File: src/rtl/cache_read_arbiter.sv
// Two-requester (icache/dcache) read arbiter in front of a single burst memory port.
// One burst outstanding at a time; ties resolved round-robin against the last winner.
module cache_read_arbiter (
   input  logic        clk,
   input  logic        rst,

   input  logic [31:0] rq0_araddr,
   input  logic [3:0]  rq0_arlen,
   input  logic        rq0_arvalid,
   output logic        rq0_arready,
   output logic [31:0] rq0_rdata,
   output logic        rq0_rvalid,
   output logic        rq0_rlast,
   input  logic        rq0_rready,

   input  logic [31:0] rq1_araddr,
   input  logic [3:0]  rq1_arlen,
   input  logic        rq1_arvalid,
   output logic        rq1_arready,
   output logic [31:0] rq1_rdata,
   output logic        rq1_rvalid,
   output logic        rq1_rlast,
   input  logic        rq1_rready,

   output logic [31:0] m_araddr,
   output logic [3:0]  m_arlen,
   output logic        m_arvalid,
   input  logic        m_arready,
   input  logic [31:0] m_rdata,
   input  logic        m_rvalid,
   input  logic        m_rlast,
   output logic        m_rready,

   output logic        busy,
   output logic        len_err
);

   typedef enum logic [1:0] {
      IDLE = 2'd0,
      ADDR = 2'd1,
      DATA = 2'd2
   } state_t;

   state_t      r_state, w_state_next;
   logic        r_grant, w_grant_next;
   logic        r_last_grant, w_last_grant_next;
   logic [31:0] r_addr, w_addr_next;
   logic [3:0]  r_len, w_len_next;
   logic [3:0]  r_beat, w_beat_next;
   logic        r_len_err, w_len_err_next;

   logic [1:0][31:0] w_araddr;
   logic [1:0][3:0]  w_arlen;
   logic [1:0]       w_arvalid;
   logic [1:0]       w_rready;
   logic [1:0]       w_arready;
   logic [1:0]       w_rvalid;
   logic [1:0]       w_rlast;
   logic             w_sel;
   logic             w_m_arvalid;
   logic             w_m_rready;

   assign w_araddr  = {rq1_araddr, rq0_araddr};
   assign w_arlen   = {rq1_arlen, rq0_arlen};
   assign w_arvalid = {rq1_arvalid, rq0_arvalid};
   assign w_rready  = {rq1_rready, rq0_rready};

   // A lone requester always wins; on a tie the one not served last goes first.
   assign w_sel = (&w_arvalid) ? ~r_last_grant : w_arvalid[1];

   always_ff @(posedge clk) begin
      if (rst) begin
         r_state      <= IDLE;
         r_grant      <= 1'b0;
         r_last_grant <= 1'b1;
         r_addr       <= 32'd0;
         r_len        <= 4'd0;
         r_beat       <= 4'd0;
         r_len_err    <= 1'b0;
      end else begin
         r_state      <= w_state_next;
         r_grant      <= w_grant_next;
         r_last_grant <= w_last_grant_next;
         r_addr       <= w_addr_next;
         r_len        <= w_len_next;
         r_beat       <= w_beat_next;
         r_len_err    <= w_len_err_next;
      end
   end

   always_comb begin
      w_state_next      = r_state;
      w_grant_next      = r_grant;
      w_last_grant_next = r_last_grant;
      w_addr_next       = r_addr;
      w_len_next        = r_len;
      w_beat_next       = r_beat;
      w_len_err_next    = 1'b0;
      w_m_arvalid       = 1'b0;
      w_m_rready        = 1'b0;
      unique case (r_state)
         IDLE: begin
            if (|w_arvalid) begin
               w_grant_next = w_sel;
               w_addr_next  = w_araddr[w_sel];
               w_len_next   = w_arlen[w_sel];
               w_state_next = ADDR;
            end
         end
         ADDR: begin
            w_m_arvalid = 1'b1;
            if (m_arready) begin
               w_beat_next  = 4'd0;
               w_state_next = DATA;
            end
         end
         DATA: begin
            w_m_rready = w_rready[r_grant];
            if (m_rvalid && w_m_rready) begin
               w_beat_next = r_beat + 4'd1;
               // Burst length is set by the memory's rlast; a disagreement is only flagged.
               if (m_rlast) begin
                  w_len_err_next    = (r_beat != r_len);
                  w_last_grant_next = r_grant;
                  w_state_next      = IDLE;
               end
            end
         end
         default: begin
            w_state_next = IDLE;
         end
      endcase
   end

   genvar gi;
   generate
      for (gi = 0; gi < 2; gi++) begin : g_req
         logic w_is_grant;
         assign w_is_grant    = (r_grant == 1'(gi));
         assign w_arready[gi] = (r_state == ADDR) && m_arready && w_is_grant;
         assign w_rvalid[gi]  = (r_state == DATA) && m_rvalid && w_is_grant;
         assign w_rlast[gi]   = (r_state == DATA) && m_rlast && w_is_grant;
      end
   endgenerate

   assign rq0_arready = w_arready[0];
   assign rq1_arready = w_arready[1];
   assign rq0_rvalid  = w_rvalid[0];
   assign rq1_rvalid  = w_rvalid[1];
   assign rq0_rlast   = w_rlast[0];
   assign rq1_rlast   = w_rlast[1];
   assign rq0_rdata   = m_rdata;
   assign rq1_rdata   = m_rdata;

   assign m_arvalid = w_m_arvalid;
   assign m_araddr  = w_m_arvalid ? r_addr : 32'd0;
   assign m_arlen   = w_m_arvalid ? r_len : 4'd0;
   assign m_rready  = w_m_rready;

   assign busy    = (r_state != IDLE);
   assign len_err = r_len_err;

endmodule
File: config.mk
export PLATFORM = sky130hd
export DESIGN_NAME = cache_read_arbiter
export DESIGN_NICKNAME = d
export VERILOG_FILES = /design/src/rtl/cache_read_arbiter.sv
export SDC_FILE = /design/constraint.sdc
export NUM_CORES = 1
export LEC_CHECK = 0
export CAP_MARGIN = 5
export CORE_ASPECT_RATIO = 1.75
export CORE_MARGIN = 4
export CORE_UTILIZATION = 38
export CTS_BUF_LIST = sky130_fd_sc_hd__clkbuf_2 sky130_fd_sc_hd__clkbuf_4 sky130_fd_sc_hd__clkbuf_8
export CTS_CLUSTER_SIZE = 25
export DETAILED_ROUTE_END_ITERATION = 7
export PLACE_DENSITY = 0.95
export RECOVER_POWER = 50
export SYNTH_ARGS = -nofsm -noshare
export SYNTH_HDL_FRONTEND = slang
export SYNTH_SLANG_ARGS = --single-unit
File: constraint.sdc
create_clock -name clk -period 4.25 [get_ports clk]
set_input_delay 0.85 -clock clk [delete_from_list [all_inputs] [get_ports clk]]
set_output_delay 0.85 -clock clk [all_outputs]
set_load 0.01 [all_outputs]
After elaboration in Yosys (flattened, before gate mapping). Cells that the tools add are included. Widths: inputs -> output; s select.

Register bits: 45. Word-level logic and storage cells: 61. Output and inout bits: 110. Input port bits: 113.

Muxes and demuxes: 19. Reduce and logical (&&, ||, !) cells: 20. $lt $le $gt $ge: 2. Equality and inequality tests: 7. $add $sub $neg: 1. Bitwise operators: 5.

Operators with widths (number): $mux 32 (3); $mux 4 (5); $logic_and 1x1->1 (10); $mux 2 (4); $ne 2x2->1 const B (4); $pmux 4 s2 (1); $pmux 2 s3 (1); $reduce_and 3->1 (2); $mux 1 (5); $not 1->1 (5); $add 4x1->4 const B (1); $lt 1x2->1 const B (2); $ne 4x4->1 (1); $reduce_and 2->1 (2); $reduce_and 4->1 (1); $reduce_bool 2->1 (2); $reduce_or 4->1 (1); $eq 2x1->1 const B (1); $eq 2x2->1 const B (1); $logic_not 2->1 (1); $reduce_or 2->1 (1).

Logic depth before layout (Yosys ltp).
Depth in word-level cells: 5. Mapped depth: 5.

Worst setup path before layout. No wires, ideal clock.

Path type: input-to-output. Start point: in m_rvalid. End point: out rq0_rvalid. Required time: 3400 ps. Stages on the path: 2. Arrival: 1198 ps. Setup slack: 2202 ps. Cells stage by stage: nand3b_1 > nor2_1.

Longest elaborated chain between the ends: 2.

RTL lines: start: declaration (RTL line 30) `input logic m_rvalid,`; $logic_and 1x1->1 (2 in a row) (RTL line 141) `assign w_rvalid[gi] = (r_state == DATA) && m_rvalid && w_is_grant;`; end: declaration (RTL line 12) `output logic rq0_rvalid,`.

Every way passes these cells.

Worst setup path after layout.
Start point: in rq0_arvalid. End point: reg r_addr[29].

Longest elaborated chain between the ends: 4.

RTL lines: start: declaration (RTL line 9) `input logic rq0_arvalid,`; $reduce_and 2->1 (RTL line 69) `assign w_sel = (&w_arvalid) ? ~r_last_grant : w_arvalid[1];`; $mux 1 (RTL line 69); $mux 32 (implied by the code) (2 in a row) (RTL line 105) `w_addr_next = w_araddr[w_sel];`; end signal: assignment (RTL line 84) `r_addr <= w_addr_next;`; end: declaration (RTL line 47) `logic [31:0] r_addr, w_addr_next;`.

Several ways; a longest one is shown, not always the timed one. The select of a mux whose other input is x is not followed. A chain may end at the register's enable or synchronous reset.

==> impl_results.md <==
- Vias in the first global route: roughly 2.6k
- Synth Cell Area: a little under 3000 µm²
- Yosys top cell area share: 0.309
- Maximum clock path buffer count: 2
- Routed len/inst: ~17 µm
- Maxcap violations: 1
- Antenna violations before repair: 0
- Seq/Total Area, Yosys: 0.309
- Post_cts resized: 0
- Synth Instances: 335
- Yosys top cell by area: dfxtp_1
- Largest net degree at the start of global routing: 48
- Chip height: ~120 µm
- H-Tree Depth: 2
- Std-Cell Rows: 42
- Cts hold-fix bufs: 0
- Peak VDD IR: 0.211 mV
- Critical path buffers and inverters: 1
- Layout fillers: about 740
- Die area: between 9000 and 10000 µm²
- Mapped Avg Cell Area: just under 9 µm²
- Die X: 74.2 µm
- Slowest cell on the critical path: or2_0
- Final Cell Area: roughly 3800 µm²
- Area grow syn2layout: 31.6%
- WP data required: between 4000 and 5000 ps
- Async SR Flop Fraction: 0
- Dpl ws: approximately 1100 ps
- Kind of critical path: in -> reg
- Setup tns final: 0 ps
- # Post-CTS Setup Buffers: 0
- I/O pin count: approximately 220
- DR vias/cell: ~5.2
- Critical-path cell list: dlygate4sd3_1 > or2_0 > a21oi_1 > a211oi_1
- Synth top area cells: dfxtp_1, buf_4, mux2i_1, a211oi_1, and2_1
- First-iteration detailed-routing DRC count: 81
- Leading cell type in the layout, fill and taps excluded: clkdlybuf4s50_1
- NumNets Final: ~500
- Tmin final: roughly 3400 ps
- Period utilization: 0.799
- Max-slew violation count: 39
- Number of flops mapped to enable cells by yosys: 0
- Worst hold path class: reg -> reg
- Critical Path AT: around 3600 ps
- Violated checks: max-capacitance violations, max-slew violations
- Worst r2r path cells: 6
- Slew @ Worst Pin: roughly 2200 ps
- Grt ovf: 0
- Clock skew: 3.11 ps
- Layout cell share with drive strength beyond 1: 0.0443
- Synth Net Count: 449
- CTS tree: done
- TritonRoute pass-1 iters: 4
- CP Launch Type: primary input
- # clock sinks: 45
- Clock slew at reported path FFs: around 80 ps
- Commonest non-fill, non-tap cells in the layout: clkdlybuf4s50_1, dfxtp_1, a21oi_1, mux2i_1
- Via count: roughly 2.5k
- Outcome: complete, but fails checks
- Post-route ant nets: 0
- Worst hold stages: 2
- Count of final setup violators: 0
- Slowest Stage Delay on Critical Path: 1580 ps
- CTS Root Cell: clkbuf_8
- Crit path max-delay family: simple AND/OR/NAND/NOR gates
- Post-synth top flop: dfxtp_1
- DRC viols: 0
- GPL Wtd Cong: ~0.91
- Pwr Total: ~1.2 mW
- CP Capture Type: register
- Pwr/cell area: approximately 300 nW/µm²
- RSZ-0062 raised after global routing: false
- First-pass GRT wire length: around 12 mm
- Core Area: around 7500 µm²
- HPWL Detailed: between 6 and 7 mm
- Final hold vios: 0
- Worst-path fanout max: 38
- Detailed Route WL: approximately 8.1 mm
- Ant diodes: 0
- Maximum clock frequency: 294 MHz
- Crit path depth: 4
- Worst-skew pair later-pin latency: about 290 ps
- Placed cell areas: ~3700 µm²
- Static Leakage: roughly 1.4 nW
- CTS buffer count: 5
- GRT Total Usage: 0.176
- Yosys reg bits: 45
- Final critical-path setup slack: between 800 and 900 ps
- Post-Route Utilization: 0.510
- I/O Buffers: 126
- Starting Density: 0.388
- Yosys synthesis warning count: 0
- Synth unique cells: 32
- Slew HR: -0.439
-- cells in the mapped netlist (4+ instances only) --
| master | number |
|---|---|
| mux2i_1 | 38 |
| buf_6 | 4 |
| nor2_1 | 8 |
| xor2_1 | 4 |
| and2_1 | 36 |
| nand2_1 | 4 |
| a21oi_1 | 40 |
| buf_4 | 65 |
| dfxtp_1 | 45 |
| a211oi_1 | 36 |
| buf_2 | 7 |
| clkbuf_1 | 13 |
-- registers in the layout (all words and copies together) (netlist names) --
signal / flops
r_len: 4
r_addr: 32
len_err: 1
r_state: 2
g_req.w_is_grant: 1
r_last_grant: 1
r_beat: 4
-- report_power, final --
part / internal [mW] / switching [mW]
combinational: 0.181 / 0.148
sequential: 0.467 / 0.0279
clock: 0.198 / 0.142
-- worst paths after layout --
kind              slack [ps]                       to                     from
setup / recovery         850  r_addr[29]$_SDFFE_PP0P_              rq0_arvalid
hold / removal           520  r_addr[27]$_SDFFE_PP0P_  r_addr[27]$_SDFFE_PP0P_
setup reg to reg        2400  r_addr[28]$_SDFFE_PP0P_  r_state[0]$_SDFFE_PP0P_
hold reg to reg          520  r_addr[27]$_SDFFE_PP0P_  r_addr[27]$_SDFFE_PP0P_
-- per-stage QoR --
step	cells	hold WS, ps
after CTS	472	522
after floorplan	335	487
after detailed placement	464	511
after global routing	472	550
final	472	518
after global placement	464	503
-- layout make-up --
cell class                      instances  area [µm²]  area share
Clock buffer                            7        90.1      0.0235
Clock inverter                          1        30.0     0.00783
Sequential cell                        45         901       0.235
Inverter                                3        11.3     0.00294
Multi-Input combinational cell        198        1390       0.363
Timing Repair Buffer                  130        1300       0.339
Tap cell                               88         110      0.0287
-- metal layers --
layer	routed length [µm]	up-vias	global-route usage	part of all wire
met5	0	-	0	0
met4	522	0	0.122	0.065
met3	596	57	0.0363	0.074
met2	4270	91	0.327	0.53
met1	2680	1123	0.165	0.33
li1	-	1201	-	-
-- worst register-to-register path, stage by stage (launching register included) --
cell and delay (ps):
dfxtp_1 390, nor2_4 120, buf_4 360, inv_1 160, nor2_2 130, buf_4 350
a211oi_1 170
-- cell families after synthesis --
family / share of synthesized area
simple gates: 0.138
buf+inv: 0.216
flops: 0.309
mux: 0.138
xor+xnor: 0.0120
fa+ha+maj: 0.00429
compound gates: 0.183
Note: power is estimated with default switching activity, not from simulation.
